[src/rtl/lcd_rx_pkg.sv]
// Shared types and constants for the HD44780 4-bit bus responder.
package lcd_rx_pkg;

  typedef enum logic [1:0] {
    S_8BIT = 2'd0,
    S_4HI  = 2'd1,
    S_4LO  = 2'd2
  } state_t;

  localparam int E_BIT  = 2;
  localparam int RS_BIT = 1;
  localparam int RW_BIT = 0;

  localparam int BUSY_W = 17;

  localparam logic [7:0] CMD_CLEAR = 8'h01;
  localparam logic [7:0] CMD_HOME  = 8'h02;
  localparam logic [7:0] CMD_SETDD = 8'h80;
  localparam logic [3:0] FSET_4BIT = 4'h2;
  localparam logic [3:0] FSET_8BIT = 4'h3;

  // Clear and both home encodings (0x02/0x03) get the long busy window.
  function automatic logic is_long_cmd(input logic rs, input logic [7:0] b);
    return (!rs) && ((b == CMD_CLEAR) || ((b & 8'hFE) == CMD_HOME));
  endfunction

endpackage

[src/rtl/lcd_rx_sync.sv]
// Two-flop synchronizer for the seven LCD pins plus the E falling-edge pulse.
module lcd_rx_sync
  import lcd_rx_pkg::*;
(
  input  logic       clk,
  input  logic       rst_n,
  input  logic [3:0] dat,
  input  logic [2:0] ctl,
  output logic [3:0] dat_sync,
  output logic [2:0] ctl_sync,
  output logic       e_fall
);

  logic [6:0] meta_r;
  logic [6:0] sync_r;
  logic       e_dly_r;

  // synchronizer chain plus one extra E stage for edge detection
  always_ff @(posedge clk or negedge rst_n) begin
    if (!rst_n) begin
      meta_r  <= 7'd0;
      sync_r  <= 7'd0;
      e_dly_r <= 1'b0;
    end else begin
      meta_r  <= {ctl, dat};
      sync_r  <= meta_r;
      e_dly_r <= sync_r[4 + E_BIT];
    end
  end

  assign dat_sync = sync_r[3:0];
  assign ctl_sync = sync_r[6:4];
  assign e_fall   = e_dly_r & ~sync_r[4 + E_BIT];

endmodule

[src/rtl/lcd_hd44780_rx.sv]
// HD44780-style 4-bit bus responder: byte rebuild, mode tracking, cursor model
// and busy / E-width / read-strobe error flags.
module lcd_hd44780_rx
  import lcd_rx_pkg::*;
#(
  parameter int EXEC_CYC  = 2000,
  parameter int CLEAR_CYC = 82000,
  parameter int EMIN_CYC  = 12
) (
  input  logic       clk_in,
  input  logic       nClear,
  input  logic [3:0] lcd_dataout,
  input  logic [2:0] lcd_control,
  output logic       rx_valid,
  output logic [7:0] rx_byte,
  output logic       rx_rs,
  output logic       four_bit_mode,
  output logic [6:0] ddram_addr,
  output logic       err_busy,
  output logic       err_pulse,
  output logic       err_read
);

  localparam int EW_W = $clog2(EMIN_CYC + 1);
  localparam logic [EW_W-1:0]   EMIN_V  = EW_W'(EMIN_CYC);
  localparam logic [BUSY_W-1:0] EXEC_V  = BUSY_W'(EXEC_CYC);
  localparam logic [BUSY_W-1:0] CLEAR_V = BUSY_W'(CLEAR_CYC);

  logic [3:0] dat_s;
  logic [2:0] ctl_s;
  logic       e_fall_s;

  logic [EW_W-1:0]   ewidth_r;
  logic              stb_r;
  logic [3:0]        nib_r;
  logic              rs_r;
  logic              rw_r;
  logic              short_r;
  logic [3:0]        hi_r;
  logic              hi_rs_r;
  logic [BUSY_W-1:0] busy_r;
  state_t            state_r;

  state_t     state_nx_s;
  logic       emit_s;
  logic [7:0] emit_byte_s;
  logic       emit_rs_s;
  logic       fbm_nx_s;
  logic       hi_load_s;

  lcd_rx_sync u_sync (
    .clk      (clk_in),
    .rst_n    (nClear),
    .dat      (lcd_dataout),
    .ctl      (lcd_control),
    .dat_sync (dat_s),
    .ctl_sync (ctl_s),
    .e_fall   (e_fall_s)
  );

  // E-high width counter and capture of the nibble at the E falling edge
  always_ff @(posedge clk_in or negedge nClear) begin
    if (!nClear) begin
      ewidth_r <= '0;
      stb_r    <= 1'b0;
      nib_r    <= 4'h0;
      rs_r     <= 1'b0;
      rw_r     <= 1'b0;
      short_r  <= 1'b0;
    end else begin
      stb_r <= e_fall_s;
      if (e_fall_s) begin
        nib_r   <= dat_s;
        rs_r    <= ctl_s[RS_BIT];
        rw_r    <= ctl_s[RW_BIT];
        short_r <= (ewidth_r < EMIN_V);
      end
      if (ctl_s[E_BIT]) begin
        if (ewidth_r < EMIN_V) begin
          ewidth_r <= ewidth_r + EW_W'(1);
        end
      end else begin
        ewidth_r <= '0;
      end
    end
  end

  // mode FSM next state and byte emission
  always_comb begin
    state_nx_s  = state_r;
    emit_s      = 1'b0;
    emit_byte_s = 8'h00;
    emit_rs_s   = 1'b0;
    fbm_nx_s    = four_bit_mode;
    hi_load_s   = 1'b0;
    if (stb_r && !rw_r) begin
      case (state_r)
        S_8BIT: begin
          emit_s      = 1'b1;
          emit_byte_s = {nib_r, 4'h0};
          emit_rs_s   = rs_r;
          if (!rs_r && (nib_r == FSET_4BIT)) begin
            state_nx_s = S_4HI;
            fbm_nx_s   = 1'b1;
          end else begin
            state_nx_s = S_8BIT;
          end
        end
        S_4HI: begin
          hi_load_s  = 1'b1;
          state_nx_s = S_4LO;
        end
        S_4LO: begin
          emit_s      = 1'b1;
          emit_byte_s = {hi_r, nib_r};
          emit_rs_s   = hi_rs_r;
          if (!hi_rs_r && (hi_r == FSET_8BIT)) begin
            state_nx_s = S_8BIT;
            fbm_nx_s   = 1'b0;
          end else begin
            state_nx_s = S_4HI;
          end
        end
        default: begin
          state_nx_s = S_8BIT;
          fbm_nx_s   = 1'b0;
        end
      endcase
    end else begin
      state_nx_s = state_r;
    end
  end

  // FSM state register
  always_ff @(posedge clk_in or negedge nClear) begin
    if (!nClear) begin
      state_r <= S_8BIT;
    end else begin
      state_r <= state_nx_s;
    end
  end

  // registered outputs, busy window, stored high nibble and cursor model
  always_ff @(posedge clk_in or negedge nClear) begin
    if (!nClear) begin
      rx_valid      <= 1'b0;
      rx_byte       <= 8'h00;
      rx_rs         <= 1'b0;
      four_bit_mode <= 1'b0;
      ddram_addr    <= 7'h00;
      err_busy      <= 1'b0;
      err_pulse     <= 1'b0;
      err_read      <= 1'b0;
      busy_r        <= '0;
      hi_r          <= 4'h0;
      hi_rs_r       <= 1'b0;
    end else begin
      rx_valid      <= emit_s;
      four_bit_mode <= fbm_nx_s;
      err_read      <= stb_r & rw_r;
      err_pulse     <= stb_r & ~rw_r & short_r;
      err_busy      <= stb_r & ~rw_r & (state_r != S_4LO) & (busy_r != '0);
      if (hi_load_s) begin
        hi_r    <= nib_r;
        hi_rs_r <= rs_r;
      end
      if (emit_s) begin
        rx_byte <= emit_byte_s;
        rx_rs   <= emit_rs_s;
        busy_r  <= is_long_cmd(emit_rs_s, emit_byte_s) ? CLEAR_V : EXEC_V;
        if (emit_rs_s) begin
          ddram_addr <= ddram_addr + 7'd1;
        end else if ((emit_byte_s & CMD_SETDD) != 8'h00) begin
          ddram_addr <= emit_byte_s[6:0];
        end else if (is_long_cmd(emit_rs_s, emit_byte_s)) begin
          ddram_addr <= 7'h00;
        end
      end else if (busy_r != '0) begin
        busy_r <= busy_r - BUSY_W'(1);
      end
    end
  end

endmodule

[config.mk]
export PLATFORM = sky130hd
export DESIGN_NAME = lcd_hd44780_rx
export DESIGN_NICKNAME = d
export VERILOG_FILES = /design/src/rtl/lcd_rx_pkg.sv /design/src/rtl/lcd_rx_sync.sv /design/src/rtl/lcd_hd44780_rx.sv
export SDC_FILE = /design/constraint.sdc
export NUM_CORES = 1
export LEC_CHECK = 0
export CAP_MARGIN = 5
export CORE_MARGIN = 2
export CORE_UTILIZATION = 45
export CTS_BUF_LIST = sky130_fd_sc_hd__clkbuf_2 sky130_fd_sc_hd__clkbuf_4 sky130_fd_sc_hd__clkbuf_8
export CTS_CLUSTER_DIAMETER = 80
export CTS_CLUSTER_SIZE = 40
export DETAILED_ROUTE_END_ITERATION = 7
export PLACE_DENSITY = 0.66
export SYNTH_ARGS = -nofsm -noshare
export SYNTH_HDL_FRONTEND = slang
export SYNTH_SLANG_ARGS = --single-unit
[constraint.sdc]
create_clock -name clk_in -period 4.9 [get_ports clk_in]
set_input_delay 0.98 -clock clk_in [delete_from_list [all_inputs] [get_ports clk_in]]
set_output_delay 0.98 -clock clk_in [all_outputs]
set_load 0.005 [all_outputs]
### Yosys cells after proc, flatten, opt, wreduce, memory -nomap -nowiden

Cells that the tools add are included.

| cells by class | value |
|---|---|
| reductions and logical operators | 16 |
| order comparisons | 1 |
| eq/ne operators | 10 |
| bitwise operators | 9 |
| add/subtract/negate cells | 3 |
| muxes and demuxes | 22 |

Operators with widths:

| kind | count |
|---|---|
| 2-to-1 mux 17 bit | 3 |
| 2-to-1 mux 7 bit | 3 |
| nonzero test 17 bit | 1 |
| subtractor 17 x 1 -> 17 bit, second input constant | 1 |
| one-hot mux 8 bit (2 select lines) | 1 |
| 2-to-1 mux 1 bit | 9 |
| equality test 4 x 2 -> 1 bit, second input constant | 2 |
| equality test 8 x 1 -> 1 bit, second input constant | 1 |
| 2-to-1 mux 4 bit | 2 |
| 2-to-1 mux 8 bit | 1 |
| != test 2 bit, second input constant | 4 |
| adder 7 x 1 -> 7 bit, second input constant | 1 |
| equality test 7 x 1 -> 1 bit, second input constant | 1 |
| bitwise AND 1 bit | 6 |
| one-hot mux 2 bit (3 select lines) | 1 |
| adder 4 x 1 -> 4 bit, second input constant | 1 |
| logical AND 1 bit | 4 |
| zero test 1 bit | 4 |
| less-than comparator 4 bit, second input constant | 1 |
| AND reduction 4 bit | 1 |
| NOT 1 bit | 3 |
| one-hot mux 1 bit (3 select lines) | 1 |
| nonzero test 3 bit | 1 |
| equality test 2 x 1 -> 1 bit, second input constant | 1 |
| other kinds (7) | 7 |

| word-level totals | value |
|---|---|
| word-level logic and storage cells | 82 |
| flip-flop bits (word level) | 72 |
| bits of input ports | 9 |
| output and inout bits | 21 |

### Logic depth before layout (Yosys ltp)

Gate-level depths: netlist (run 1).

| depth | value |
|---|---|
| word-level depth | 9 |
| gate-level depth with buffers | 7 |
| mapped depth without buffers | 6 |

### By module

A second synthesis (run 1) with hierarchy kept.

| unflattened totals | value |
|---|---|
| cell total of the unflattened synthesis | 277 |
| area, all modules | 3133.0 um2 |

Modules (own cells, without submodules):

| module | seq. area each (um2) | instances | area an instance (um2) | cells an instance |
|---|---|---|---|---|
| lcd_hd44780_rx | 1426.4 | 1 | 2743.9 | 261 |
| lcd_rx_sync | 375.4 | 1 | 389.1 | 16 |

### Worst setup path after synthesis (run 1)

OpenSTA, ideal clock, no wires.

| timing | value |
|---|---|
| path type | flip-flop to flip-flop |
| start | reg state_r[0] |
| end | reg ddram_addr[5] |
| period minus slack after synthesis | 1.842 ns |
| arrival | 1.713 ns |
| library setup time | 0.129 ns |
| stages on the path, launching flop included | 5 |
| data required time | 4.771 ns |
| path buffers | 0 |
| setup slack | 3.058 ns |
| cell sequence | dfrtp_1 or3b_1 or3_1 o21a_2 a2111o_1 |

| on the way | value |
|---|---|
| cells in the longest elaborated chain, start to end | 8 |
| elaborated cells on any way between the ends | 18 |
| those cells by class | eq/ne: 3; mux: 8; reduce/logical: 7 |

RTL lines:

| item | RTL line | RTL |
|---|---|---|
| start: declaration | lcd_hd44780_rx.sv:42 | `state_t state_r;` |
| start signal: assignment | lcd_hd44780_rx.sv:139 | `state_r <= state_nx_s;` |
| equality test 2 bit or zero test 2 bit (tied branches) | lcd_hd44780_rx.sv:97 | `case (state_r)` |
| one-hot mux 8 bit (2 select lines) | lcd_hd44780_rx.sv:97 |  |
| 2-to-1 mux 8 bit | lcd_hd44780_rx.sv:96 | `if (stb_r && !rw_r) begin` |
| equality test 8 x 1 -> 1 bit or equality test 7 x 1 -> 1 bit (tied branches) | lcd_rx_pkg.sv:24 | `return (!rs) && ((b == CMD_CLEAR) \|\| ((b & 8'hFE) == CMD_HOME));` |
| logical OR 1 bit | lcd_rx_pkg.sv:24 |  |
| logical AND 1 bit | lcd_rx_pkg.sv:24 |  |
| nonzero test 3 bit (no source line) | - |  |
| AND reduction 2 bit (no source line) | - |  |
| end signal: assignment | lcd_hd44780_rx.sv:172 | `ddram_addr <= ddram_addr + 7'd1;` |
| end signal: assignment | lcd_hd44780_rx.sv:174 | `ddram_addr <= emit_byte_s[6:0];` |
| end: declaration | lcd_hd44780_rx.sv:18 | `output logic [6:0] ddram_addr,` |

Several ways; a longest one is shown, not always the timed one.
A chain may end at the register's enable or synchronous reset.

### Worst setup path in the final report (run 1)

Ends and elaborated chain as after synthesis.

==> results of run 1 <==
==> flip-flops by register name (all words and copies together), names as in the netlist, 2 cells and up <==
name,count
state_r,2
hi_r,4
busy_r,17
ewidth_r,4
rx_byte,8
u_sync.sync_r,7
ddram_addr,7
u_sync.meta_r,7
nib_r,4
==> power by group through the flow <==
stage / registers (mW) / logic, mW / clock network, mW
2_1_floorplan: 0.810 / 0.282 / 0
6_report: 0.843 / 0.422 / 0.499
4_1_cts: 0.841 / 0.427 / 0.510
3_5_place_dp: 0.853 / 0.426 / 0
5_1_grt: 0.862 / 0.477 / 0.534
3_3_place_gp: 0.848 / 0.417 / 0
==> synth_stat cells, types with 4 or more instances <==
cell type / n / share of area, %
sky130_fd_sc_hd__nor2_1: 15 / 1.7
sky130_fd_sc_hd__or2_2: 5 / 0.95
sky130_fd_sc_hd__dfrtp_1: 72 / 55
sky130_fd_sc_hd__buf_2: 4 / 0.61
sky130_fd_sc_hd__nand3_1: 9 / 1.4
sky130_fd_sc_hd__ha_1: 4 / 1.5
sky130_fd_sc_hd__o21ai_0: 12 / 1.8
sky130_fd_sc_hd__a211oi_1: 5 / 1.1
sky130_fd_sc_hd__clkbuf_1: 6 / 0.69
sky130_fd_sc_hd__nand4_1: 5 / 0.95
sky130_fd_sc_hd__nand2_1: 24 / 2.7
sky130_fd_sc_hd__and2_1: 6 / 1.1
sky130_fd_sc_hd__nor3_1: 13 / 2.0
sky130_fd_sc_hd__nand2b_1: 7 / 1.3
sky130_fd_sc_hd__a21oi_1: 14 / 2.1
sky130_fd_sc_hd__mux2i_1: 9 / 2.7
sky130_fd_sc_hd__inv_1: 8 / 0.92
sky130_fd_sc_hd__nor4_1: 5 / 0.95
sky130_fd_sc_hd__mux2_2: 13 / 4.5
==> logic make-up (layout without fill, tap and decap cells) <==
kind of cell             after synthesis  after routing
multiplexers                          22             22
flip-flops                            72             72
AND/OR/NAND/NOR                      118            118
XOR/XNOR                               2              2
buffers and inverters                 21             55
adder cells (fa/ha/maj)                4              4
AO/OA/AOI/OAI                         60             60
==> cells in the final DEF (no fill, tap or decap), types with 4 or more instances in the layout <==
cell type / synthesis / layout
sky130_fd_sc_hd__a211oi_1: 5 / 5
sky130_fd_sc_hd__a21oi_1: 14 / 14
sky130_fd_sc_hd__and2_1: 6 / 6
sky130_fd_sc_hd__clkbuf_8: 0 / 9
sky130_fd_sc_hd__clkdlybuf4s50_1: 0 / 28
sky130_fd_sc_hd__dfrtp_1: 72 / 72
sky130_fd_sc_hd__ha_1: 4 / 4
sky130_fd_sc_hd__inv_1: 8 / 8
sky130_fd_sc_hd__mux2_2: 13 / 13
sky130_fd_sc_hd__mux2i_1: 9 / 9
sky130_fd_sc_hd__nand2_1: 24 / 24
sky130_fd_sc_hd__nand2b_1: 7 / 7
sky130_fd_sc_hd__nand3_1: 9 / 9
sky130_fd_sc_hd__nand4_1: 5 / 5
sky130_fd_sc_hd__nor2_1: 15 / 15
sky130_fd_sc_hd__nor3_1: 13 / 13
sky130_fd_sc_hd__nor4_1: 5 / 5
sky130_fd_sc_hd__o21ai_0: 12 / 12
sky130_fd_sc_hd__or2_2: 5 / 5
==> metal layers <==
metal  vias to the layer above  GRT usage (%)  wire length, um
met5                         -              0                0
met2                        46           24.9             2860
met4                         0           8.01              154
met1                      1149           26.6             3280
met3                        17           4.62              255
li1                       1153              -                -
==> critical path, delay by kind of cell (launching register included) <==
family	cells	cell delay, ns
simple gates	2	0.87
compound gates	2	0.77
flops	1	0.43
buf+inv	1	0.60
==> worst min path at each step <==
stage	endpoint	cells after the start	slack (ns)	start
after global placement	u_sync.sync_r[4]$_DFF_PN0_	0	0.33	u_sync.meta_r[4]$_DFF_PN0_
after global routing	u_sync.sync_r[4]$_DFF_PN0_	0	0.36	u_sync.meta_r[4]$_DFF_PN0_
after floorplan	u_sync.sync_r[0]$_DFF_PN0_	0	0.33	u_sync.meta_r[0]$_DFF_PN0_
final	u_sync.sync_r[5]$_DFF_PN0_	0	0.35	u_sync.meta_r[5]$_DFF_PN0_
after CTS	u_sync.sync_r[5]$_DFF_PN0_	0	0.35	u_sync.meta_r[5]$_DFF_PN0_
after detailed placement	u_sync.sync_r[4]$_DFF_PN0_	0	0.33	u_sync.meta_r[4]$_DFF_PN0_
==> area by class of cell <==
type / count / share of cell area (%)
Clock buffer: 9 / 3.22
Clock inverter: 7 / 2.18
Inverter: 8 / 0.781
Multi-Input combinational cell: 206 / 35.9
Sequential cell: 72 / 46.8
Tap cell: 99 / 3.22
Timing Repair Buffer: 31 / 7.81
==> metrics by stage <==
stage	utilization [%]	instance area, um2	setup WS [ns]	hold WS (ns)	total power, mW
2_1_floorplan	-	3280	3.06	0.331	1.09
3_3_place_gp	51.0	3640	2.26	0.332	1.26
3_5_place_dp	51.0	3640	2.16	0.335	1.28
4_1_cts	53.9	3850	2.16	0.351	1.78
5_1_grt	53.9	3850	1.79	0.362	1.87
6_report	53.9	3850	2.12	0.349	1.76
==> out/results.tsv, run 1 <==
metric	value	unit
crit_path_dat	3.02	ns
period_share	56.7	%
vias	2365	
yosysUniqueCellTypes	57	
synth_simple_gate_area_share	20.3	%
clock_tree.buffer_depth	2	
power-per-cell-area	459	mW/mm2
grt_max_degree	73	
crit_required	5.14	ns
synth_fp_nets	312	
netlist_instances	299	
design.die.area	0.00799	mm2
multi_input_area	0.00138	mm2
cell_internal_pwr	1.18	mW
rsz0062_at_grt	no	
cts_tree	done	
sw_frac_of_total	33.0	%
grt_use_total	18.0	%
worstSetupPathType	register to register	
clkLatencyLatePin	0.36	ns
max_freq	0.360	GHz
cp-endpoint	ddram_addr[5]$_DFFE_PN0P_	
worst_slew_margin_rel	39.5	%
cellLeakagePower	1.65	nW
fin_setup_tns	0	ns
grt-ovfl-total	0	
cts-resized-gates	0	
synth_top_family_by_area	simple AND/OR/NAND/NOR gates	
clock_transition_at_the_registers_of_the_reported_paths	0.09	ns
cts_setup_buffers	0	
synthMuxAreaShare	7.21	%
crit_slowest_cell	sky130_fd_sc_hd__or3b_1	
worst_supply_voltage_drop_on_vdd	0.311	mV
cpPeakStageDelay	0.74	ns
drc_violations_left	0	
cts_root_buffer	sky130_fd_sc_hd__clkbuf_8	
grt_pass1_wl	11.0	mm
synth.avg_cell_area	11.0	um2
share_of_final_layout_standard_cells_stronger_than_drive_strength_1	12.9	%
final.fill_count	655	
timing.final.hold_violations	0	
top_level_pins	30	
drt-wirelength-per-cell	15.2	um
mappedNetlistArea	0.00328	mm2
pwr-share-clk	28.3	%
drt_wl_total	6.55	mm
ys.flop_type	sky130_fd_sc_hd__dfrtp_1	
pwr-share-comb	23.9	%
rows	31	
tritoncts.num_buffers	9	
maxCapViolCount	0	
final.min_clock_period	2.78	ns
worst-path-max-fanout	30	
hpwl	4.31	mm
number_of_port_buffers	29	
status	completed	
nNetsFinal	341	
areaGrowthSynthToFinish	17.3	%
antenna_found_initial	0	
max_slew.worst_pin.slew	0.908	ns
critical_path.startpoint_type	register	
cts-htree-levels	3	
diode_count	0	
dieWidth	89.4	um
sw_pwr	0.582	mW
ctsHoldBuffers	0	
gp_congestion	0.780	
synth_compound_area_share	12.6	%
worst-r2r-setup-slack	2.12	ns
reg2reg_from	state_r[0]$_DFFE_PN0N_	
cp-end-kind	register	
worstPathCellList	or3b_1, inv_1, o21ai_0, nor2_1, a2111o_1	
drv_slew	0	
ys.warnings.count	0	
post_drt_antenna_nets	0	
grt_pass1_vias	2230	
timing.critical_path.from	state_r[0]$_DFFE_PN0N_	
die_height	89.4	um
via_per_inst	5.47	
detail_route.iter0.violations	171	
synth-edff-count	0	
yosys.area_share.adder	1.53	%
timing.final.setup_violations	0	
synthArstFlopShare	100	%
synth_xor_xnor_area_share	0.534	%
dp.cells	416	
detailedRoute.firstPassIterationCount	4	
yosysSeqAreaShare	54.9	%
clock-sinks	72	
timing.hold.worst.class	register to register	
sequentialPowerShare	47.8	%
start_util	46.0	%
final-instance-count-excl-fill	432	
fin_skew	0.0102	ns
area.sequential	0.00180	mm2
ys_ff_latch	72	
r2r-end	ddram_addr[5]$_DFFE_PN0P_	
design.core.area	0.00714	mm2
timing.reg2reg.worst_path_depth	5	
(Power assumes the default switching activity.)
==> run 2: changes to the inputs <==
- PLACE_DENSITY: 0.66 -> 0.68
- clock period: 4.9 -> 2.3 ns (I/O delays scaled with it)
==> run 2 against run 1 <==
Via count up 1.3%. Total power up 110%. Final area grew 2.3%. Worst setup slack got worse by 1.9 ns. First-iteration DRC count rose by 3.5%. Clock skew decreased by 0.0037 ns. Sequential cell count unchanged. Die area unchanged. Final cell count is 2.3% higher. Largest cell class unchanged.
==> out/results.tsv, run 2 (synthesized netlist as in run 1, its figures left out) <==
metric	value	unit	change
detailedRoute.firstPassIterationCount	4		unchanged
ctsHoldBuffers	0		unchanged
worst_supply_voltage_drop_on_vdd	0.472	mV	+52%
pwr-share-clk	27.8	%	-0.5 points
cts_root_buffer	sky130_fd_sc_hd__clkbuf_8		
biggestRegsByFlops	busy_r (17), rx_byte (8)		
drv_slew	0		unchanged
cp_num_buf_inv	0		-1
clock_tree.buffer_depth	2		unchanged
post_drt_antenna_nets	0		unchanged
critical_path.startpoint_type	register		
tritoncts.num_buffers	9		unchanged
design.die.area	0.00799	mm2	unchanged
drt-wirelength-per-cell	14.7	um	-3.1%
areaGrowthSynthToFinish	20.0	%	
design.core.area	0.00714	mm2	unchanged
grt_pass1_wl	11.1	mm	+0.63%
cts-resized-gates	0		unchanged
kind_of_cell_adding_the_most_delay_to_the_critical_path	simple AND/OR/NAND/NOR gates		
grt_max_degree	73		unchanged
timing.final.setup_violations	0		unchanged
antenna_found_initial	0		unchanged
cts_setup_buffers	0		unchanged
rsz0062_at_grt	no		
dp.cells	426		+2.4%
via_per_inst	5.42		-1.0%
fin_setup_tns	0	ns	unchanged
grt_use_total	18.1	%	+0.079 points
worst-path-max-fanout	8		-73%
timing.hold.worst.class	input pin to asynchronous set/reset pin		
maxCapViolCount	0		unchanged
layout.cells.most_common	sky130_fd_sc_hd__dfrtp_1		
vias	2395		+1.3%
sequentialPowerShare	47.3	%	-0.5 points
power-per-cell-area	956	mW/mm2	+110%
final_total_pwr	3.76	mW	+110%
worstPathCellList	or3b_1, or3_1, o21a_2, a2111o_1		
clkLatencyLatePin	0.35	ns	about the same
final.min_clock_period	2.08	ns	-0.695 ns
max_slew.worst_pin.slew	0.622	ns	-0.285 ns
drc_violations_left	0		unchanged
start_util	46.0	%	unchanged
worstSetupPathType	register to register		
worst-r2r-setup-slack	0.22	ns	-1.90 ns
top_level_pins	30		unchanged
sw_pwr	1.22	mW	+110%
fin_skew	0.00644	ns	-0.00372 ns
diode_count	0		unchanged
timing.critical_path.from	state_r[0]$_DFFE_PN0N_		
crit_required	2.54	ns	-2.60 ns
pwr-share-comb	24.8	%	+0.9 points
hpwl	4.44	mm	+2.9%
clock_transition_at_the_registers_of_the_reported_paths	0.08	ns	about the same
final-instance-count-excl-fill	442		+2.3%
timing.final.hold_violations	0		unchanged
reg2reg_from	state_r[0]$_DFFE_PN0N_		
grt_pass1_vias	2236		+0.27%
status	completed		
cts_tree	done		
cp-endpoint	ddram_addr[5]$_DFFE_PN0P_		
depth_of_the_critical_timing_path_with_buffers_and_inverters_included	4		-1
cts-htree-levels	3		unchanged
regMostFlops	busy_r		
max_freq	0.480	GHz	+33%
crit_slowest_cell	sky130_fd_sc_hd__or3b_1		
timing.reg2reg.worst_path_depth	4		-1
share_of_final_layout_standard_cells_stronger_than_drive_strength_1	15.5	%	+2.5 points
r2r-end	ddram_addr[5]$_DFFE_PN0P_		
period_share	90.5	%	+34 points
worst_slew_margin_rel	58.4	%	+19 points
cp-end-kind	register		
grt-ovfl-total	0		unchanged
drt_wl_total	6.50	mm	-0.81%
dieWidth	89.4	um	unchanged
gp_congestion	0.783		+0.42%
sw_frac_of_total	32.4	%	-0.61 points
detail_route.iter0.violations	177		+3.5%
rows	31		unchanged
cpPeakStageDelay	0.52	ns	-0.22 ns
die_height	89.4	um	unchanged
nNetsFinal	351		+2.9%
cell_internal_pwr	2.55	mW	+120%
clock-sinks	72		unchanged
fin_ws	0.218	ns	-1.90 ns
layout.cells.most_common_list	sky130_fd_sc_hd__dfrtp_1 (72), sky130_fd_sc_hd__clkdlybuf4s50_1 (28), sky130_fd_sc_hd__nand2_1 (24)		
crit_path_dat	2.32	ns	-0.70 ns
cellLeakagePower	1.71	nW	+3.5%
largest_register_ffs	17		unchanged
placement_stage_worst_setup_slack	0.240	ns	-1.92 ns
number_of_port_buffers	29		unchanged
[run 2: cell count changes in the layout (fill, tap and decap cells not counted)]
cell                         change
sky130_fd_sc_hd__clkinvlp_4      -1
sky130_fd_sc_hd__buf_4           +9
sky130_fd_sc_hd__clkinv_4        +1
sky130_fd_sc_hd__buf_12          +1
[run 2: through the flow]
stage | util, % | hold WS [ns] | cell area (um2)
floorplan | - | 0.164 | 3280
CTS | 55.1 | 0.126 | 3940
finish | 55.1 | 0.120 | 3940
global route | 55.1 | 0.165 | 3940
detailed placement | 52.2 | 0.338 | 3730
global placement | 52.2 | 0.332 | 3730
[run 2: metal layers]
metal / share of wire (%) / up-vias / track usage (%)
met5: 0 / - / 0
met1: 49 / 1173 / 26.4
met2: 45 / 43 / 26.4
met4: 2.1 / 0 / 8.14
li1: - / 1167 / -
met3: 3.3 / 12 / 3.23
[run 2: power by group through the flow]
stage	combinational (mW)	sequential, mW	clock [mW]
3_3_place_gp	0.919	1.79	0
5_1_grt	1.06	1.82	1.12
4_1_cts	0.943	1.78	1.08
2_1_floorplan	0.601	1.73	0
6_report	0.934	1.78	1.05
3_5_place_dp	0.942	1.80	0
[run 2: layout make-up]
type | count | area (um2)
clock inverters | 7 | 85.1
inverters | 8 | 30.0
multi-input cells | 206 | 1380
fillers | 651 | 3200
repair buffers | 41 | 388
clock buffers | 9 | 124
well taps | 99 | 124
flip-flops and latches | 72 | 1800
[run 2: worst min path at each step]
| stage | to | slack, ns | from |
|---|---|---|---|
| after global routing | ewidth_r[1]$_DFFE_PN0P_ | 0.16 | nClear |
| after CTS | ewidth_r[1]$_DFFE_PN0P_ | 0.13 | nClear |
| after floorplan | busy_r[0]$_DFFE_PN0P_ | 0.16 | nClear |
| final | ewidth_r[1]$_DFFE_PN0P_ | 0.12 | nClear |
| after detailed placement | u_sync.sync_r[3]$_DFF_PN0_ | 0.34 | u_sync.meta_r[3]$_DFF_PN0_ |
| after global placement | u_sync.sync_r[0]$_DFF_PN0_ | 0.33 | u_sync.meta_r[0]$_DFF_PN0_ |
==> run 3: changes to the inputs <==
- ABC_AREA: default -> 0
- CORE_UTILIZATION: 45 -> 50
- PLACE_DENSITY: 0.68 -> 0.75
==> run 3 against run 2 <==
Highest routed layer unchanged. Sequential power is essentially flat. Clock skew increased by 0.011 ns. Non-clock buffer count grew 1. Final cell count is 4.8% lower. Sequential share of layout area grew 0.25 points.
==> out/results.tsv, run 3 (synthesized netlist as in run 1, its figures left out) <==
metric	value	unit	change
areaGrowthSynthToFinish	19.3	%	
drv_slew	0		unchanged
worst_supply_voltage_drop_on_vdd	0.654	mV	+39%
hpwl	4.49	mm	+1.1%
tritoncts.num_buffers	9		unchanged
final.min_clock_period	1.98	ns	-0.101 ns
sequentialPowerShare	47.1	%	-0.2 points
crit_required	2.55	ns	about the same
pwr-share-clk	28.1	%	+0.3 points
detail_route.iter0.violations	216		+22%
critical_path.startpoint_type	register		
grt-ovfl-total	0		unchanged
cellLeakagePower	1.71	nW	about the same
ctsHoldBuffers	0		unchanged
die_height	85.0	um	-4.9%
design.core.area	0.00635	mm2	-11%
drc_violations_left	0		unchanged
clock_tree.buffer_depth	2		unchanged
timing.final.setup_violations	0		unchanged
grt_pass1_vias	2308		+3.2%
timing.final.hold_violations	0		unchanged
cts_setup_buffers	0		unchanged
fin_setup_tns	0	ns	unchanged
clock-sinks	72		unchanged
cell_internal_pwr	2.55	mW	+0.12%
detailedRoute.firstPassIterationCount	4		unchanged
cts-htree-levels	3		unchanged
max_slew.worst_pin.slew	0.669	ns	+0.0469 ns
cts_root_buffer	sky130_fd_sc_hd__clkbuf_8		
grt_pass1_wl	11.4	mm	+3.4%
vias	2440		+1.9%
rsz0062_at_grt	no		
rows	29		-6.5%
worst-r2r-setup-slack	0.32	ns	+0.10 ns
cp-end-kind	register		
pwr-share-comb	24.9	%	about the same
dieWidth	85.0	um	-4.9%
layout.cells.most_common	sky130_fd_sc_hd__dfrtp_1		
number_of_port_buffers	29		unchanged
nNetsFinal	352		+0.28%
worst_slew_margin_rel	55.3	%	-3.1 points
worstSetupPathType	register to register		
period_share	86.1	%	-4.4 points
largest_register_ffs	17		unchanged
sw_pwr	1.23	mW	+1.1%
diode_count	0		unchanged
fin_skew	0.0178	ns	+0.0114 ns
maxCapViolCount	0		unchanged
worst-path-max-fanout	17		+9
regMostFlops	busy_r		
drt-wirelength-per-cell	15.3	um	+4.3%
sw_frac_of_total	32.6	%	+0.20 points
via_per_inst	5.80		+7.0%
drt_wl_total	6.46	mm	-0.68%
cts_tree	done		
design.die.area	0.00722	mm2	-9.6%
final_total_pwr	3.78	mW	+0.42%
biggestRegsByFlops	busy_r (17), rx_byte (8)		
post_drt_antenna_nets	0		unchanged
max_freq	0.505	GHz	+5.1%
cts-resized-gates	0		unchanged
crit_path_dat	2.24	ns	-0.08 ns
status	completed		
grt_use_total	20.1	%	+2.0 points
layout.cells.most_common_list	sky130_fd_sc_hd__dfrtp_1 (72), sky130_fd_sc_hd__clkdlybuf4s50_1 (28), sky130_fd_sc_hd__nand2_1 (24)		
start_util	51.6	%	+5.7 points
share_of_final_layout_standard_cells_stronger_than_drive_strength_1	15.7	%	+0.25 points
top_level_pins	30		unchanged
power-per-cell-area	966	mW/mm2	+0.97%
clkLatencyLatePin	0.36	ns	about the same
grt_max_degree	31		-58%
gp_congestion	0.845		+7.9%
timing.hold.worst.class	input pin to asynchronous set/reset pin		
antenna_found_initial	0		unchanged
clock_transition_at_the_registers_of_the_reported_paths	0.09	ns	about the same
-- run 3: cell types whose count changed in the layout (fill, tap and decap cells not counted) --
cell	change
sky130_fd_sc_hd__clkinv_4	-2
sky130_fd_sc_hd__clkinvlp_4	+1
sky130_fd_sc_hd__inv_6	+1
sky130_fd_sc_hd__buf_4	+1
-- run 3: final timing paths --
kind | startpoint | endpoint | depth (start not counted)
setup / recovery | state_r[0]$_DFFE_PN0N_ | busy_r[10]$_DFFE_PN0P_ | 6
hold / removal | nClear | rx_valid$_DFF_PN0_ | 1
setup reg to reg | state_r[0]$_DFFE_PN0N_ | busy_r[10]$_DFFE_PN0P_ | 6
hold reg to reg | u_sync.meta_r[6]$_DFF_PN0_ | u_sync.sync_r[6]$_DFF_PN0_ | 0
max in group asynchronous | nClear | state_r[0]$_DFFE_PN0N_ | 2
min in group clk_in | u_sync.meta_r[6]$_DFF_PN0_ | u_sync.sync_r[6]$_DFF_PN0_ | 0
-- run 3: metal layers --
layer,GRT usage [%],up-vias,wire [um]
li1,-,1179,-
met1,29.2,1200,3140
met5,0,-,0
met4,7.07,0,68
met3,5.64,7,251
met2,29.2,54,3000
-- run 3: area by class of cell --
type                       instances  area, um2
clock buffer                       9        124
inverter                           8       30.0
tap                               77       96.3
sequential                        72       1800
multi-input combinational        206       1380
timing repair buffer              42        395
fill                             509       2440
clock inverter                     7       83.8
-- run 3: stage by stage --
stage          cells  utilization [%]  hold slack [ns]  area, um2  setup WS, ns
2_1_floorplan    299                -            0.164       3280         0.458
3_3_place_gp     405             58.4            0.332       3710         0.310
3_5_place_dp     405             58.4            0.335       3710         0.345
4_1_cts          421             61.6           0.0926       3910         0.339
5_1_grt          421             61.6            0.116       3910         0.162
6_report         421             61.6           0.0768       3910         0.319
-- run 3: critical path, cell delays in order (launching register included) --
cell and delay (ns):
sky130_fd_sc_hd__dfrtp_1 0.43, sky130_fd_sc_hd__or3b_1 0.45, sky130_fd_sc_hd__buf_4 0.22, sky130_fd_sc_hd__inv_1 0.19, sky130_fd_sc_hd__buf_4 0.26, sky130_fd_sc_hd__nor4bb_1 0.09, sky130_fd_sc_hd__a211oi_1 0.25
-- run 3: power by group through the flow --
stage / Clock [mW] / Combinational (mW) / Sequential (mW)
6_report: 1.06 / 0.939 / 1.78
5_1_grt: 1.14 / 1.05 / 1.83
4_1_cts: 1.08 / 0.949 / 1.78
3_5_place_dp: 0 / 0.946 / 1.80
3_3_place_gp: 0 / 0.926 / 1.79
2_1_floorplan: 0 / 0.601 / 1.73
